==> src/rtl/ovi_sb_tracker_pkg.sv <==
// Shared types for the OVI scoreboard tracker: entry lifecycle states,
// sb_id width and the per-entry record kept in the ring.
package ovi_pkg;

    localparam int OVI_SBID_WIDTH = 5;
    localparam int OVI_REG_WIDTH  = 5;

    typedef enum logic [1:0] {
        SB_FREE       = 2'd0,
        SB_ISSUED     = 2'd1,
        SB_DISPATCHED = 2'd2,
        SB_DONE       = 2'd3
    } sb_state_e;

    typedef struct packed {
        sb_state_e                state;
        logic                     wb;
        logic [OVI_REG_WIDTH-1:0] dst;
    } sb_entry_t;

endpackage

==> src/rtl/ovi_sb_tracker_if.sv <==
// Bundle of issue, dispatch, completion and writeback signals between the
// core-side driver (master) and the scoreboard tracker (slave).
interface ovi_sb_tracker_if #(
    parameter int NUM_SB = 8,
    parameter int DATA_W = 64
);
    import ovi_pkg::*;

    localparam int CNT_W = $clog2(NUM_SB + 1);

    logic                      iss_valid_i;
    logic                      iss_wb_i;
    logic [OVI_REG_WIDTH-1:0]  iss_dst_i;
    logic                      iss_ready_o;
    logic [OVI_SBID_WIDTH-1:0] iss_sb_id_o;

    logic                      commit_i;
    logic                      kill_i;
    logic [OVI_SBID_WIDTH-1:0] disp_sb_id_o;
    logic                      disp_next_senior_o;
    logic                      disp_kill_o;

    logic                      cmpl_valid_i;
    logic [OVI_SBID_WIDTH-1:0] cmpl_sb_id_i;
    logic [DATA_W-1:0]         cmpl_dest_reg_i;

    logic                      wb_valid_o;
    logic [OVI_REG_WIDTH-1:0]  wb_dst_o;
    logic [DATA_W-1:0]         wb_data_o;

    logic [CNT_W-1:0]          count_o;
    logic                      err_o;

    modport master (
        output iss_valid_i, iss_wb_i, iss_dst_i,
        output commit_i, kill_i,
        output cmpl_valid_i, cmpl_sb_id_i, cmpl_dest_reg_i,
        input  iss_ready_o, iss_sb_id_o,
        input  disp_sb_id_o, disp_next_senior_o, disp_kill_o,
        input  wb_valid_o, wb_dst_o, wb_data_o,
        input  count_o, err_o
    );

    modport slave (
        input  iss_valid_i, iss_wb_i, iss_dst_i,
        input  commit_i, kill_i,
        input  cmpl_valid_i, cmpl_sb_id_i, cmpl_dest_reg_i,
        output iss_ready_o, iss_sb_id_o,
        output disp_sb_id_o, disp_next_senior_o, disp_kill_o,
        output wb_valid_o, wb_dst_o, wb_data_o,
        output count_o, err_o
    );

endinterface

==> src/rtl/ovi_sb_tracker_wrap_ctr.sv <==
// Modulo-MODULO pointer counter used for the head, tail and dispatch
// pointers of the scoreboard ring.
module ovi_wrap_ctr #(
    parameter int MODULO = 8
) (
    input  logic                      clk,
    input  logic                      rst_l,
    input  logic                      inc_i,
    output logic [$clog2(MODULO)-1:0] value_o
);

    localparam int W = $clog2(MODULO);

    logic [W-1:0] value_q;
    logic [W-1:0] value_d;

    // Advance by one on request, wrapping from MODULO-1 back to zero.
    always_comb begin
        value_d = value_q;
        if (inc_i) begin
            value_d = (value_q == W'(MODULO - 1)) ? '0 : value_q + W'(1);
        end
    end

    // Pointer register, cleared asynchronously.
    always_ff @(posedge clk or negedge rst_l) begin
        if (!rst_l) begin
            value_q <= '0;
        end else begin
            value_q <= value_d;
        end
    end

    assign value_o = value_q;

endmodule

==> src/rtl/ovi_sb_tracker.sv <==
// Scoreboard tracker for outstanding OVI vector instructions: allocates
// sb_ids in a ring, sequences commit/kill to the VPU in order, turns VPU
// completions into scalar writebacks and retires entries in order.
module ovi_sb_tracker
    import ovi_pkg::*;
#(
    parameter int NUM_SB = 8,
    parameter int DATA_W = 64
) (
    input logic              clk,
    input logic              rst_l,
    ovi_sb_tracker_if.slave  bus
);

    localparam int PTR_W = $clog2(NUM_SB);
    localparam int CNT_W = $clog2(NUM_SB + 1);

    logic [PTR_W-1:0] head_ptr;
    logic [PTR_W-1:0] tail_ptr;
    logic [PTR_W-1:0] disp_ptr;
    logic             head_inc;
    logic             tail_inc;
    logic             disp_inc;

    sb_entry_t entries_q [NUM_SB];
    sb_entry_t entries_d [NUM_SB];

    logic [CNT_W-1:0]          count_q,       count_d;
    logic                      err_q,         err_d;
    logic                      next_senior_q, next_senior_d;
    logic                      disp_kill_q,   disp_kill_d;
    logic [OVI_SBID_WIDTH-1:0] disp_id_q,     disp_id_d;
    logic                      wb_valid_q,    wb_valid_d;
    logic [OVI_REG_WIDTH-1:0]  wb_dst_q,      wb_dst_d;
    logic [DATA_W-1:0]         wb_data_q,     wb_data_d;

    logic             iss_ready;
    logic             iss_fire;
    logic             disp_req;
    logic             disp_ok;
    logic             cmpl_in_range;
    logic             cmpl_ok;
    logic [PTR_W-1:0] cmpl_idx;
    logic             retire;

    ovi_wrap_ctr #(.MODULO(NUM_SB)) u_head_ctr (
        .clk     (clk),
        .rst_l   (rst_l),
        .inc_i   (head_inc),
        .value_o (head_ptr)
    );

    ovi_wrap_ctr #(.MODULO(NUM_SB)) u_tail_ctr (
        .clk     (clk),
        .rst_l   (rst_l),
        .inc_i   (tail_inc),
        .value_o (tail_ptr)
    );

    ovi_wrap_ctr #(.MODULO(NUM_SB)) u_disp_ctr (
        .clk     (clk),
        .rst_l   (rst_l),
        .inc_i   (disp_inc),
        .value_o (disp_ptr)
    );

    // Every decision reads registered entry state only, so issue, dispatch,
    // completion and retirement always target different entries in a cycle.
    always_comb begin
        iss_ready     = (count_q < CNT_W'(NUM_SB));
        iss_fire      = bus.iss_valid_i && iss_ready;
        retire        = (entries_q[head_ptr].state == SB_DONE);
        disp_req      = bus.commit_i || bus.kill_i;
        disp_ok       = disp_req && (entries_q[disp_ptr].state == SB_ISSUED);
        cmpl_in_range = (32'(bus.cmpl_sb_id_i) < 32'(NUM_SB));
        cmpl_idx      = bus.cmpl_sb_id_i[PTR_W-1:0];
        cmpl_ok       = bus.cmpl_valid_i && cmpl_in_range &&
                        (entries_q[cmpl_idx].state == SB_DISPATCHED);

        entries_d     = entries_q;
        next_senior_d = 1'b0;
        disp_kill_d   = 1'b0;
        disp_id_d     = disp_id_q;
        wb_valid_d    = 1'b0;
        wb_dst_d      = wb_dst_q;
        wb_data_d     = wb_data_q;

        if (retire) begin
            entries_d[head_ptr].state = SB_FREE;
        end

        if (iss_fire) begin
            entries_d[tail_ptr].state = SB_ISSUED;
            entries_d[tail_ptr].wb    = bus.iss_wb_i;
            entries_d[tail_ptr].dst   = bus.iss_dst_i;
        end

        if (disp_ok) begin
            disp_id_d = OVI_SBID_WIDTH'(disp_ptr);
            if (bus.kill_i) begin
                entries_d[disp_ptr].state = SB_DONE;
                disp_kill_d               = 1'b1;
            end else begin
                entries_d[disp_ptr].state = SB_DISPATCHED;
                next_senior_d             = 1'b1;
            end
        end

        if (cmpl_ok) begin
            entries_d[cmpl_idx].state = SB_DONE;
            if (entries_q[cmpl_idx].wb) begin
                wb_valid_d = 1'b1;
                wb_dst_d   = entries_q[cmpl_idx].dst;
                wb_data_d  = bus.cmpl_dest_reg_i;
            end
        end

        err_d = err_q ||
                (bus.iss_valid_i && !iss_ready) ||
                (disp_req && !disp_ok) ||
                (bus.cmpl_valid_i && !cmpl_ok);

        count_d  = count_q + CNT_W'(iss_fire) - CNT_W'(retire);
        head_inc = retire;
        tail_inc = iss_fire;
        disp_inc = disp_ok;
    end

    // Entry ring and registered outputs; reset drops everything in flight.
    always_ff @(posedge clk or negedge rst_l) begin
        if (!rst_l) begin
            for (int i = 0; i < NUM_SB; i++) begin
                entries_q[i] <= '{state: SB_FREE, wb: 1'b0, dst: '0};
            end
            count_q       <= '0;
            err_q         <= 1'b0;
            next_senior_q <= 1'b0;
            disp_kill_q   <= 1'b0;
            disp_id_q     <= '0;
            wb_valid_q    <= 1'b0;
            wb_dst_q      <= '0;
            wb_data_q     <= '0;
        end else begin
            entries_q     <= entries_d;
            count_q       <= count_d;
            err_q         <= err_d;
            next_senior_q <= next_senior_d;
            disp_kill_q   <= disp_kill_d;
            disp_id_q     <= disp_id_d;
            wb_valid_q    <= wb_valid_d;
            wb_dst_q      <= wb_dst_d;
            wb_data_q     <= wb_data_d;
        end
    end

    assign bus.iss_ready_o        = iss_ready;
    assign bus.iss_sb_id_o        = OVI_SBID_WIDTH'(tail_ptr);
    assign bus.disp_sb_id_o       = disp_id_q;
    assign bus.disp_next_senior_o = next_senior_q;
    assign bus.disp_kill_o        = disp_kill_q;
    assign bus.wb_valid_o         = wb_valid_q;
    assign bus.wb_dst_o           = wb_dst_q;
    assign bus.wb_data_o          = wb_data_q;
    assign bus.count_o            = count_q;
    assign bus.err_o              = err_q;

endmodule

==> src/flat_wrapper.sv <==
// flat-port wrapper written by rule: the top's interface ports become plain ports
module ovi_sb_tracker_flat import ovi_pkg::*;
#(
    parameter int NUM_SB = 8,
    parameter int DATA_W = 64
)
  (clk, rst_l, bus_iss_valid_i, bus_iss_wb_i, bus_iss_dst_i, bus_commit_i, bus_kill_i, bus_cmpl_valid_i, bus_cmpl_sb_id_i, bus_cmpl_dest_reg_i, bus_iss_ready_o, bus_iss_sb_id_o, bus_disp_sb_id_o, bus_disp_next_senior_o, bus_disp_kill_o, bus_wb_valid_o, bus_wb_dst_o, bus_wb_data_o, bus_count_o, bus_err_o);
  ovi_sb_tracker_if #(.NUM_SB(NUM_SB), .DATA_W(DATA_W)) bus_i ();
  input logic clk;
  input logic rst_l;
  input wire logic [$bits(bus_i.iss_valid_i)-1:0] bus_iss_valid_i;
  input wire logic [$bits(bus_i.iss_wb_i)-1:0] bus_iss_wb_i;
  input wire logic [$bits(bus_i.iss_dst_i)-1:0] bus_iss_dst_i;
  input wire logic [$bits(bus_i.commit_i)-1:0] bus_commit_i;
  input wire logic [$bits(bus_i.kill_i)-1:0] bus_kill_i;
  input wire logic [$bits(bus_i.cmpl_valid_i)-1:0] bus_cmpl_valid_i;
  input wire logic [$bits(bus_i.cmpl_sb_id_i)-1:0] bus_cmpl_sb_id_i;
  input wire logic [$bits(bus_i.cmpl_dest_reg_i)-1:0] bus_cmpl_dest_reg_i;
  output wire logic [$bits(bus_i.iss_ready_o)-1:0] bus_iss_ready_o;
  output wire logic [$bits(bus_i.iss_sb_id_o)-1:0] bus_iss_sb_id_o;
  output wire logic [$bits(bus_i.disp_sb_id_o)-1:0] bus_disp_sb_id_o;
  output wire logic [$bits(bus_i.disp_next_senior_o)-1:0] bus_disp_next_senior_o;
  output wire logic [$bits(bus_i.disp_kill_o)-1:0] bus_disp_kill_o;
  output wire logic [$bits(bus_i.wb_valid_o)-1:0] bus_wb_valid_o;
  output wire logic [$bits(bus_i.wb_dst_o)-1:0] bus_wb_dst_o;
  output wire logic [$bits(bus_i.wb_data_o)-1:0] bus_wb_data_o;
  output wire logic [$bits(bus_i.count_o)-1:0] bus_count_o;
  output wire logic [$bits(bus_i.err_o)-1:0] bus_err_o;
  assign bus_i.iss_valid_i = bus_iss_valid_i;
  assign bus_i.iss_wb_i = bus_iss_wb_i;
  assign bus_i.iss_dst_i = bus_iss_dst_i;
  assign bus_i.commit_i = bus_commit_i;
  assign bus_i.kill_i = bus_kill_i;
  assign bus_i.cmpl_valid_i = bus_cmpl_valid_i;
  assign bus_i.cmpl_sb_id_i = bus_cmpl_sb_id_i;
  assign bus_i.cmpl_dest_reg_i = bus_cmpl_dest_reg_i;
  assign bus_iss_ready_o = bus_i.iss_ready_o;
  assign bus_iss_sb_id_o = bus_i.iss_sb_id_o;
  assign bus_disp_sb_id_o = bus_i.disp_sb_id_o;
  assign bus_disp_next_senior_o = bus_i.disp_next_senior_o;
  assign bus_disp_kill_o = bus_i.disp_kill_o;
  assign bus_wb_valid_o = bus_i.wb_valid_o;
  assign bus_wb_dst_o = bus_i.wb_dst_o;
  assign bus_wb_data_o = bus_i.wb_data_o;
  assign bus_count_o = bus_i.count_o;
  assign bus_err_o = bus_i.err_o;
  ovi_sb_tracker #(.NUM_SB(NUM_SB), .DATA_W(DATA_W)) u_core (.clk(clk), .rst_l(rst_l), .bus(bus_i));
endmodule
==> config.mk <==
export PLATFORM = sky130hd
export DESIGN_NAME = ovi_sb_tracker_flat
export DESIGN_NICKNAME = d
export VERILOG_FILES = /design/src/rtl/ovi_sb_tracker_pkg.sv /design/src/rtl/ovi_sb_tracker_if.sv /design/src/rtl/ovi_sb_tracker_wrap_ctr.sv /design/src/rtl/ovi_sb_tracker.sv /design/src/flat_wrapper.sv
export SDC_FILE = /design/constraint.sdc
export NUM_CORES = 1
export LEC_CHECK = 0
export CAP_MARGIN = 20
export CELL_PAD_IN_SITES_DETAIL_PLACEMENT = 0
export CELL_PAD_IN_SITES_GLOBAL_PLACEMENT = 2
export CORE_ASPECT_RATIO = 0.8
export CORE_UTILIZATION = 34
export DETAILED_ROUTE_END_ITERATION = 8
export HOLD_SLACK_MARGIN = 0.15
export PLACE_DENSITY_LB_ADDON = 0.15
export SKIP_CTS_REPAIR_TIMING = 1
export SLEW_MARGIN = 40
export SYNTH_ARGS = -nofsm -noshare
export SYNTH_HDL_FRONTEND = slang
export SYNTH_HIERARCHICAL = 1
export SYNTH_SLANG_ARGS = --single-unit
==> constraint.sdc <==
create_clock -name clk -period 3.42 [get_ports clk]
set_input_delay 0.513 -clock clk [delete_from_list [all_inputs] [get_ports clk]]
set_output_delay 0.513 -clock clk [all_outputs]
set_load 0.05 [all_outputs]
==> impl_metrics.py, run 1 <==
metrics = {
    "worst_setup_path": {
        "critical_path_cell_count": 8,
        "critPathRequiredTime_ns": 3.72,
        "timing_worst_setup_path_type": "register to register",
        "critical-path-max-stage-delay_ns": 0.59,
        "crit_top_cell": "ha_1",
        "critPathCaptureType": "register",
        "regToRegEndpoint": "u_core/bus.count_o[2]",
        "crit-reg2reg-launch": "u_core/u_head_ctr/value_o[0]",
        "cp-start-kind": "register",
        "crit_chain": "mux2_2, mux4_2, o32a_1, ha_1, inv_1, ha_1, fa_1, xor2_1",
        "critical_path.slowest_cell": "dfrtp_1",
        "cp_max_fo": 10,
        "critical_path.n_buffers_inverters": 1,
        "worst-endpoint-arrival_ns": 3.32,
        "ff2ff_path_depth": 8,
        "timing.critical_path.max_delay_family": "multiplexers",
        "setup.reg_to_reg.worst_slack_ns": 0.40,
    },
    "min_path": {
        "min-delay-path-class": "input port to async pin",
    },
    "cts": {
        "cts_buffer_depth": 2,
        "tritoncts_num_sinks": 153,
        "ctsHtreeMaxLevel": 4,
        "cts_tree": "yes",
        "clkTransAtPathRegs_ns": 0.06,
        "tritoncts.num_buffers": 17,
        "ctsRootBufferMaster": "clkbuf_16",
        "clkLatencyLatePin_ns": 0.43,
    },
    "cells_and_area": {
        "finish.instance_area_mm2": 0.0100,
        "numnets_final": 795,
        "commonest_non_fill_non_tap_cell_in_the_layout": "clkdlybuf4s50_1",
        "final_layout_size_suffix_gt1_frac": 0.288,
        "n_antenna_cell": 0,
        "layout.cells.most_common_list": "clkdlybuf4s50_1 (163), dfrtp_1 (153), mux2_4 (69)",
        "areaGrowthSynthToFinish_pct": 35.3,
    },
    "timing": {
        "hold_ws_ns": 0.143,
        "min_period_over_period": 0.883,
        "fin_setup_tns_ns": 0,
        "finalSetupViolCount": 0,
        "slew-limit-headroom": 0.514,
        "skew_ns": 0.0155,
        "timing.final.crit_period_ns": 3.02,
        "grt_setup_unrepaired": "false",
        "hold_violations": 0,
        "final-max-slew-violation-count": 0,
        "worst_pin_slew_ns": 0.729,
        "fmax_ghz": 0.331,
    },
    "grt": {
        "grt_first_pass_wirelength_mm": 30.1,
        "grt_pass1_vias": 5379,
        "grt_max_degree": 87,
        "grt_antenna_before_repair": 0,
        "globalRouteOverflowTotal": 0,
        "gr-usage-all-layers": 0.176,
    },
    "synth": {
        "synth_enable_flop_cells": 0,
        "synth-seq-cells": 153,
        "yosysWarnings": 6,
        "synth_area_mm2": 0.00741,
        "postSynth.topFlopCell": "dfrtp_1",
        "yosysSeqAreaShare": 0.517,
        "synth_area_per_cell_um2": 14.2,
        "synth.lib_cells_used.distinct": 62,
        "post_syn_instances": 521,
        "async_flop_share": 1.00,
    },
    "detailed_routing": {
        "post_drt_wl_per_cell_um": 19.2,
        "detailedRoute.firstIterationViolations": 204,
        "drt_pre_antenna_iters": 5,
        "route.detailed.vias_per_inst": 5.05,
        "wirelength_mm": 18.9,
        "num_vias": 4968,
        "drc": 0,
        "ant_nets": 0,
    },
    "place": {
        "detailedPlacementHpwl_mm": 13.3,
        "port_buffers": 164,
        "placed_area_mm2": 0.00943,
        "gp_congestion": 0.876,
    },
    "pwr": {
        "leakage_nw": 4.33,
        "p_per_area_mw_per_mm2": 941,
        "max-vdd-ir-drop_v": 0.000399,
        "total_power_w": 0.00944,
    },
    "die": {
        "die_x_um": 167,
        "floorplan.die.height_um": 134,
        "starting_density": 0.353,
        "design.die.area_mm2": 0.0224,
        "std_cell_rows": 47,
        "io_pins": 169,
        "design.core.area_mm2": 0.0210,
    },
    "outcome": {
        "outcome": "completed",
    },
    "flow_run": {
        "max-cap-violations": 0,
    },
}
## power breakdown
part	internal [W]	leakage, nW	switching (W)
clock	0.00111	0.284	0.000816
sequential	0.00257	1.94	0.000656
combinational	0.00197	2.10	0.00231
total	0.00566	4.33	0.00378
## through the flow
stage               setup WS (ns)  utilization  cells
floorplan                   0.585            -    524
global placement            0.239        0.449    953
detailed placement          0.190        0.449    953
CTS                         0.422        0.478    984
global route                0.300        0.478    984
finish                      0.400        0.478    984
## layer usage
layer  share of wire  up-vias  track usage
met5               0        -            0
met1            0.46     2521        0.240
met4           0.012        0       0.0530
met2            0.47      155        0.270
met3           0.056       20       0.0513
li1                -     2272            -
## cell type report
type,count,area [µm²]
Sequential cell,153,3830
Multi-Input combinational cell,330,3330
Inverter,16,60.1
Clock buffer,18,439
Fill cell,1833,11000
Timing Repair Buffer,185,1880
Tap cell,269,337
Clock inverter,13,158
## worst register-to-register path: cells and delay by family (launching register included)
kind | cells | cell delay (ns)
adders and majority gates | 3 | 0.89
xor gates and xnor gates | 1 | 0.17
DFF | 1 | 0.59
AOI/OAI and AO/OA | 1 | 0.28
buffers and inverters | 1 | 0.04
muxes | 2 | 0.94
## how the worst max path moves through the flow
stage	from	end	slack, ns
after CTS	u_core/u_head_ctr/value_o[0]	u_core/bus.count_o[2]	0.42
after detailed placement	bus_cmpl_sb_id_i[2]	u_core/bus.wb_data_o[16]	0.19
after global placement	bus_cmpl_sb_id_i[2]	u_core/bus.wb_data_o[18]	0.24
final	u_core/u_head_ctr/value_o[0]	u_core/bus.count_o[2]	0.40
after global routing	u_core/u_head_ctr/value_o[0]	u_core/bus.count_o[2]	0.30
after floorplan	u_core/u_head_ctr/value_o[0]	u_core/bus.count_o[2]	0.59
## Yosys cell counts, types with 4 or more instances
master,count,share of area
a21oi_1,8,0.0054
a32o_1,4,0.0054
a32oi_1,5,0.0059
and2_1,6,0.0051
and3_1,4,0.0034
buf_4,4,0.0041
buf_6,11,0.017
clkbuf_1,7,0.0035
dfrtp_1,153,0.52
ha_1,10,0.017
inv_1,16,0.0081
mux2_2,64,0.097
mux2_4,69,0.14
mux2i_1,8,0.011
mux4_4,6,0.020
nand2_1,17,0.0086
nand2b_1,4,0.0034
nand3_1,11,0.0074
nand3b_1,6,0.0061
nor2_1,22,0.011
nor2b_1,8,0.0068
o211ai_1,5,0.0051
o21ai_0,10,0.0068
## logic make-up after synthesis
family          count (synthesis)  synth area share
compound gates                 60            0.0598
xor+xnor                        3           0.00355
fa+ha+maj                      11            0.0196
buf+inv                        41            0.0356
flops                         153             0.517
mux                           154             0.289
other cells                     1          0.000506
simple gates                   98            0.0748
Note: power is estimated with default switching activity, not from simulation.
==> run 2, diff against run 1 <==
--- a/config.mk
+++ b/config.mk
@@ -11,7 +11,7 @@
 export CORE_ASPECT_RATIO = 0.8
 export CORE_UTILIZATION = 34
 export DETAILED_ROUTE_END_ITERATION = 8
-export HOLD_SLACK_MARGIN = 0.15
+export HOLD_SLACK_MARGIN = 0.1
 export PLACE_DENSITY_LB_ADDON = 0.15
 export SKIP_CTS_REPAIR_TIMING = 1
 export SLEW_MARGIN = 40
==> results of run 2 <==
No change in the layout: final DEF, timing and power equal those of run 1.
==> run 3, diff against run 2 <==
--- a/config.mk
+++ b/config.mk
@@ -19,3 +19,4 @@
 export SYNTH_HDL_FRONTEND = slang
 export SYNTH_HIERARCHICAL = 1
 export SYNTH_SLANG_ARGS = --single-unit
+export TNS_END_PERCENT = 30
==> results of run 3 <==
No change in the layout: final DEF, timing and power equal those of run 1.
